## config.mk

```make
export PLATFORM = sky130hd
export DESIGN_NAME = bridge_buffer_ctrl
export DESIGN_NICKNAME = d
export VERILOG_FILES = /design/src/rtl/bridge_buf_pkg.sv /design/src/rtl/bridge_slice_addr_gen.sv /design/src/rtl/bridge_buffer_ctrl.sv
export SDC_FILE = /design/constraint.sdc
export NUM_CORES = 1
export LEC_CHECK = 0
export CAP_MARGIN = 10
export CORE_MARGIN = 4
export CORE_UTILIZATION = 50
export DETAILED_ROUTE_END_ITERATION = 12
export DONT_BUFFER_PORTS = 1
export GPL_TIMING_DRIVEN = 0
export PLACE_DENSITY = 0.68
export SYNTH_ARGS = -nofsm -noshare
export SYNTH_HDL_FRONTEND = slang
export SYNTH_SLANG_ARGS = --single-unit
```

## constraint.sdc

```tcl
create_clock -name clk -period 2.3 [get_ports clk]
set_input_delay 0.23 -clock clk [delete_from_list [all_inputs] [get_ports clk]]
set_output_delay 0.23 -clock clk [all_outputs]
set_load 0.01 [all_outputs]
```

## src/rtl/bridge_buf_pkg.sv

```systemverilog
// Shared types and sizing helpers for the west/north bridge buffer sequencer.
package bridge_buf_pkg;

   typedef enum logic [2:0] {
      S_IDLE,
      S_LOAD,
      S_READ,
      S_FLUSH,
      S_DONE
   } buf_state_t;

   // Number of slice beats replayed per READ phase.
   function automatic int bridge_steps(input int depth, input int modules);
      return depth * modules;
   endfunction

   // Width of a select that ranges over n items; never narrower than one bit.
   function automatic int idx_width(input int n);
      return (n > 1) ? $clog2(n) : 1;
   endfunction

endpackage

```

## src/rtl/bridge_slice_addr_gen.sv

```systemverilog
// Nested slice/address counter for one buffer side: the slice index counts 0..MODULES-1,
// and the read address advances each time the slice index wraps.
module bridge_slice_addr_gen
   import bridge_buf_pkg::*;
#(
   parameter  int MODULES    = 4,
   parameter  int ADDR_WIDTH = 8,
   localparam int SW         = idx_width(MODULES)
) (
   input  logic                  clk,
   input  logic                  rst,
   input  logic                  clr,
   input  logic                  inc,
   output logic [SW-1:0]         slice_idx,
   output logic [ADDR_WIDTH-1:0] addr
);

   logic wrap;

   assign wrap = (slice_idx == SW'(MODULES - 1));

   // NOTE: sequential state uses non-blocking assignments so every register samples
   // the pre-edge values of its inputs, independent of block ordering.
   always_ff @(posedge clk) begin
      if (rst || clr) begin
         slice_idx <= '0;
         addr      <= '0;
      end else if (inc) begin
         if (wrap) begin
            slice_idx <= '0;
            addr      <= addr + 1'b1;
         end else begin
            slice_idx <= slice_idx + 1'b1;
         end
      end
   end

endmodule

```

## src/rtl/bridge_buffer_ctrl.sv

```systemverilog
// LOAD/READ sequencer for the bank-0 west/north bridge buffer pair.
// Define BRIDGE_BUF_CTRL_PERF_EN to add the stall_cnt/load_cyc performance counters.
module bridge_buffer_ctrl
   import bridge_buf_pkg::*;
#(
   parameter  int W_TOTAL_MODULES = 4,
   parameter  int N_TOTAL_MODULES = 4,
   parameter  int W_TOTAL_DEPTH   = 12,
   parameter  int N_TOTAL_DEPTH   = 12,
   parameter  int ADDR_WIDTH_W    = 8,
   parameter  int ADDR_WIDTH_N    = 8,
   localparam int W_SW            = idx_width(W_TOTAL_MODULES),
   localparam int N_SW            = idx_width(N_TOTAL_MODULES)
) (
   input  logic                    clk,
   input  logic                    rst,
   input  logic                    start,
   output logic                    busy,
   output logic                    done,
   input  logic                    w_in_valid,
   output logic                    w_in_ready,
   input  logic                    n_in_valid,
   output logic                    n_in_ready,
   output logic                    w_bank0_ena,
   output logic                    w_bank0_wea,
   output logic [ADDR_WIDTH_W-1:0] w_bank0_addra,
   output logic                    w_bank0_enb,
   output logic [ADDR_WIDTH_W-1:0] w_bank0_addrb,
   output logic                    n_bank0_ena,
   output logic                    n_bank0_wea,
   output logic [ADDR_WIDTH_N-1:0] n_bank0_addra,
   output logic                    n_bank0_enb,
   output logic [ADDR_WIDTH_N-1:0] n_bank0_addrb,
   output logic [W_SW-1:0]         w_slicing_idx,
   output logic [N_SW-1:0]         n_slicing_idx,
   output logic                    out_valid,
   input  logic                    out_ready
`ifdef BRIDGE_BUF_CTRL_PERF_EN
   ,
   output logic [31:0]             stall_cnt,
   output logic [31:0]             load_cyc
`endif
);

   localparam int STEPS = bridge_steps(W_TOTAL_DEPTH, W_TOTAL_MODULES);
   localparam int WC_W  = $clog2(W_TOTAL_DEPTH + 1);
   localparam int NC_W  = $clog2(N_TOTAL_DEPTH + 1);
   localparam int ST_W  = $clog2(STEPS + 1);

   if (W_TOTAL_DEPTH * W_TOTAL_MODULES != N_TOTAL_DEPTH * N_TOTAL_MODULES) begin : g_steps_check
      $error("bridge_buffer_ctrl: west and north slice-step totals differ");
   end

   buf_state_t              state, state_nxt;
   logic [WC_W-1:0]         w_wr_cnt;
   logic [NC_W-1:0]         n_wr_cnt;
   logic [ST_W-1:0]         step_cnt;
   logic                    w_write, n_write, issue;
   logic [W_SW-1:0]         w_sl;
   logic [N_SW-1:0]         n_sl;
   logic [ADDR_WIDTH_W-1:0] w_rd_addr;
   logic [ADDR_WIDTH_N-1:0] n_rd_addr;

   // NOTE: every signal driven here gets a default first, so no path leaves one
   // unassigned and no latch is inferred.
   always_comb begin
      state_nxt  = state;
      w_in_ready = 1'b0;
      n_in_ready = 1'b0;
      w_write    = 1'b0;
      n_write    = 1'b0;
      issue      = 1'b0;
      case (state)
         S_IDLE:  if (start) state_nxt = S_LOAD;
         S_LOAD: begin
            w_in_ready = (w_wr_cnt < WC_W'(W_TOTAL_DEPTH));
            n_in_ready = (n_wr_cnt < NC_W'(N_TOTAL_DEPTH));
            w_write    = w_in_valid && w_in_ready;
            n_write    = n_in_valid && n_in_ready;
            // Look at post-write counts so beats landing this cycle complete the load.
            if ((w_wr_cnt + WC_W'(w_write) == WC_W'(W_TOTAL_DEPTH)) &&
                (n_wr_cnt + NC_W'(n_write) == NC_W'(N_TOTAL_DEPTH)))
               state_nxt = S_READ;
         end
         S_READ: begin
            issue = out_ready;
            if (issue && step_cnt == ST_W'(STEPS - 1)) state_nxt = S_FLUSH;
         end
         S_FLUSH: state_nxt = S_DONE;
         S_DONE:  state_nxt = S_IDLE;
         default: state_nxt = S_IDLE;
      endcase
   end

   assign busy          = (state != S_IDLE);
   assign done          = (state == S_DONE);
   assign w_bank0_ena   = w_write;
   assign w_bank0_wea   = w_write;
   assign w_bank0_addra = w_write ? ADDR_WIDTH_W'(w_wr_cnt) : '0;
   assign n_bank0_ena   = n_write;
   assign n_bank0_wea   = n_write;
   assign n_bank0_addra = n_write ? ADDR_WIDTH_N'(n_wr_cnt) : '0;
   assign w_bank0_enb   = issue;
   assign w_bank0_addrb = issue ? w_rd_addr : '0;
   assign n_bank0_enb   = issue;
   assign n_bank0_addrb = issue ? n_rd_addr : '0;

   always_ff @(posedge clk) begin
      if (rst) begin
         state         <= S_IDLE;
         w_wr_cnt      <= '0;
         n_wr_cnt      <= '0;
         step_cnt      <= '0;
         out_valid     <= 1'b0;
         w_slicing_idx <= '0;
         n_slicing_idx <= '0;
      end else begin
         state         <= state_nxt;
         out_valid     <= issue;
         w_slicing_idx <= issue ? w_sl : '0;
         n_slicing_idx <= issue ? n_sl : '0;
         if (state == S_IDLE) begin
            w_wr_cnt <= '0;
            n_wr_cnt <= '0;
            step_cnt <= '0;
         end else begin
            if (w_write) w_wr_cnt <= w_wr_cnt + 1'b1;
            if (n_write) n_wr_cnt <= n_wr_cnt + 1'b1;
            if (issue)   step_cnt <= step_cnt + 1'b1;
         end
      end
   end

   bridge_slice_addr_gen #(.MODULES(W_TOTAL_MODULES), .ADDR_WIDTH(ADDR_WIDTH_W)) u_w_gen (
      .clk       (clk),
      .rst       (rst),
      .clr       (state == S_IDLE),
      .inc       (issue),
      .slice_idx (w_sl),
      .addr      (w_rd_addr)
   );

   bridge_slice_addr_gen #(.MODULES(N_TOTAL_MODULES), .ADDR_WIDTH(ADDR_WIDTH_N)) u_n_gen (
      .clk       (clk),
      .rst       (rst),
      .clr       (state == S_IDLE),
      .inc       (issue),
      .slice_idx (n_sl),
      .addr      (n_rd_addr)
   );

`ifdef BRIDGE_BUF_CTRL_PERF_EN
   always_ff @(posedge clk) begin
      if (rst || (state == S_IDLE && start)) begin
         stall_cnt <= '0;
         load_cyc  <= '0;
      end else begin
         if (state == S_LOAD && load_cyc != '1)                stall_cnt <= stall_cnt;
         if (state == S_LOAD && load_cyc != '1)                load_cyc  <= load_cyc + 1'b1;
         if (state == S_READ && !out_ready && stall_cnt != '1) stall_cnt <= stall_cnt + 1'b1;
      end
   end
`endif

endmodule

```

==> impl_metrics.tcl <==
set metrics [dict create \
    synth_edf_count 0 \
    min_from "rst" \
    setup-tns-final_ns 0 \
    nNetsFinal 281 \
    crit_chain "a21boi_4 > ha_1 > ha_1 > or4_1 > a2111oi_4 > o21ai_0" \
    num_rows 23 \
    fp.coreArea_um2 4115 \
    fin_skew_ns 0.007160 \
    syn2layout_area_growth_pct 10.86 \
    min_to "out_valid" \
    layout_common_cells "39 x dfxtp_1, 27 x nor2_1, 24 x and2_1" \
    finalSetupViolCount 0 \
    startpoint_type "flop" \
    post_synth_num_cell_types 43 \
    fmax_mhz 466.5 \
    netlist_instances 250 \
    maxSlewViolCount 0 \
    hold_violations 0 \
    synth_top_family_by_area "simple AND/OR/NAND/NOR gates" \
    gp_congestion 0.7552 \
    synth-xor-area-share_pct 8.046 \
    power_density_nw_per_um2 580.9 \
    clkLatencyLatePin_ns 0.29 \
    die_h_um 73.99 \
    die_area_um2 5474 \
    place_hpwl_um 3154 \
    crit_top_cell "ha_1" \
    worst_r2r_path_depth 6 \
    routed_wl_um 4292 \
    io_pins 53 \
    cp_max_fo 7 \
    critPathMaxStageDelay_ns 0.55 \
    cts.clk_slew.worst_paths_ns 0.08 \
    synth-seq-cells 42 \
    syn_area_um2 2177 \
    fin_total_pwr_w 0.001402 \
    hold_depth 1 \
    drt_iter0_markers 54 \
    worstHoldPathType "primary input to flop" \
    regToRegStartpoint "w_wr_cnt[3]" \
    synthArstFlopShare_pct 0 \
    synth.mux.area_fraction_pct 0.9195 \
    cp_num_buf_inv 0 \
    track_usage_pct 16.64 \
    detail-route-antenna-nets 0 \
    root_buffer "clkbuf_8" \
    cp-end-kind "flop" \
    ys_seq_area_share_pct 38.62 \
    finalNonFillerCells 315 \
    grt_max_degree 14 \
    cts_sinks 42 \
    crit_type "flop to flop" \
    postSynthAreaPerCell_um2 8.708 \
    power_leakage_nw 0.9749 \
    dr.pass1.iters 4 \
    required_ns 2.46 \
    first_global_vias 1520 \
    dp.cells 307 \
    fp.dieW_um 73.99 \
    status "completed" \
    synthFlopType "dfxtp_1" \
    clk_path_buf_depth 2 \
    drt_drc_violations_left 0 \
    rrSetupSlack_ns 0.16 \
    worst_path_max_delay_cell "or4_1" \
    ir_drop_v 0.0004216 \
    wl_per_cell_um 13.63 \
    fin_crit_sh_pct 93.20 \
    synth_warnings 0 \
    path_delay_family "compound AO/OA/AOI/OAI gates" \
    fin_crit_ns 2.144 \
    rr_endpoint "state[0]" \
    htreeDepth 2 \
    grt_pass1_wl_um 7148 \
    vias 1684 \
    port_buffers 0 \
    cts_buffers 5 \
    cp.depth 6 \
    final_common_cell "dfxtp_1" \
    num-fill-cells 378 \
    cts_tree "yes" \
    yosys.area_share.simple_pct 30.69 \
    final_core_util_pct 58.65 \
    synthAdderAreaFrac_pct 6.322 \
    rsz0062_at_grt "no" \
    overflow 0 \
    startpoint "w_wr_cnt[3]" \
    synth-compound-area-share_pct 7.644 \
    n_antenna_cell 0 \
    start_util_pct 52.90 \
    viasPerCell 5.346 \
    grt_antenna_before_repair 0 \
    max_cap_viol_count 0 \
    drive_gt1_share_pct 13.96 \
    critical_path_arrival_ns 2.31 \
]
[cells by family after synthesis]
group                    count (synthesis)
AO/OA/AOI/OAI                           29
XOR/XNOR                                20
adder cells (fa/ha/maj)                 11
buffers and inverters                   27
flip-flops                              42
multiplexers                             2
other                                    1
AND/OR/NAND/NOR                        118
[cell usage after synthesis, types with 2 or more instances]
| cell type | number | area, um2 |
|---|---|---|
| nor3_1 | 2 | 10.01 |
| dfxtp_1 | 42 | 840.8 |
| clkbuf_1 | 5 | 18.77 |
| o21ai_0 | 7 | 35.03 |
| xnor2_1 | 5 | 43.79 |
| nand3_1 | 9 | 45.04 |
| or3_1 | 6 | 37.54 |
| nand2_1 | 14 | 52.55 |
| nor2b_1 | 2 | 12.51 |
| mux2i_1 | 2 | 20.02 |
| a31oi_1 | 2 | 12.51 |
| a21oi_1 | 14 | 70.07 |
| nor2_1 | 27 | 101.4 |
| xor2_1 | 15 | 131.4 |
| buf_4 | 11 | 82.58 |
| and4_1 | 2 | 17.52 |
| ha_1 | 11 | 137.6 |
| nor3b_1 | 2 | 15.01 |
| and3_1 | 11 | 68.82 |
| nand3b_1 | 2 | 15.01 |
| nand4_1 | 7 | 43.79 |
| and2_1 | 24 | 150.1 |
| a21boi_1 | 2 | 15.01 |
| buf_2 | 7 | 35.03 |
[where the power goes]
group          switching (W)  internal (W)
sequential        0.00000247      0.000729
clock               0.000253      0.000324
combinational      0.0000568     0.0000369
total               0.000312       0.00109
[routing by layer]
metal / global-route usage, % / up-vias / share of wire [%] / wire, um
met4: 4.829 / 0 / 0.93 / 40
met5: 0 / - / 0 / 0
met3: 4.595 / 6 / 5.6 / 242
met2: 26.97 / 37 / 47 / 2006
met1: 21.72 / 775 / 47 / 2002
li1: - / 866 / - / -
[timing repair]
action                     in CTS  in global routing
setup endpoints to repair       2                  2
resized for setup               4                  5
hold buffers                    0                  0
setup buffers                   0                  0
[flip-flops by register name (all words and copies together) (netlist names)]
name,flops
u_n_gen.addr,8
u_w_gen.addr,8
step_cnt,6
n_wr_cnt,4
w_wr_cnt,4
state,3
n_slicing_idx,2
u_n_gen.slice_idx,2
u_w_gen.slice_idx,2
w_slicing_idx,2
out_valid,1
[final cells by class]
class	count	area, um2	area share [%]
multi-input cells	188	1231	51.01
flip-flops and latches	42	844.6	34.99
plain buffers	25	152.6	6.325
clock inverters	2	37.54	1.555
clock buffers	6	72.57	3.007
well taps	50	62.56	2.592
inverters	2	12.51	0.5184
[through the flow]
stage	setup WS, ns	cell area [um2]	hold WS (ns)
after global routing	0.02797	2414	0.05170
after global placement	-0.3986	2266	0.3614
after detailed placement	-0.3806	2266	0.3646
after floorplan	0.1346	2203	0.3318
final	0.1563	2414	0.05563
after CTS	0.008777	2390	0.05002
[how the worst max path moves through the flow]
stage | endpoint | slack [ns]
2_1_floorplan | state[0] | 0.13
3_3_place_gp | state[0] | -0.40
3_5_place_dp | state[0] | -0.38
4_1_cts | state[0] | 0.009
5_1_grt | state[0] | 0.03
6_report | state[0] | 0.16
Note: power is estimated with default switching activity, not from simulation.
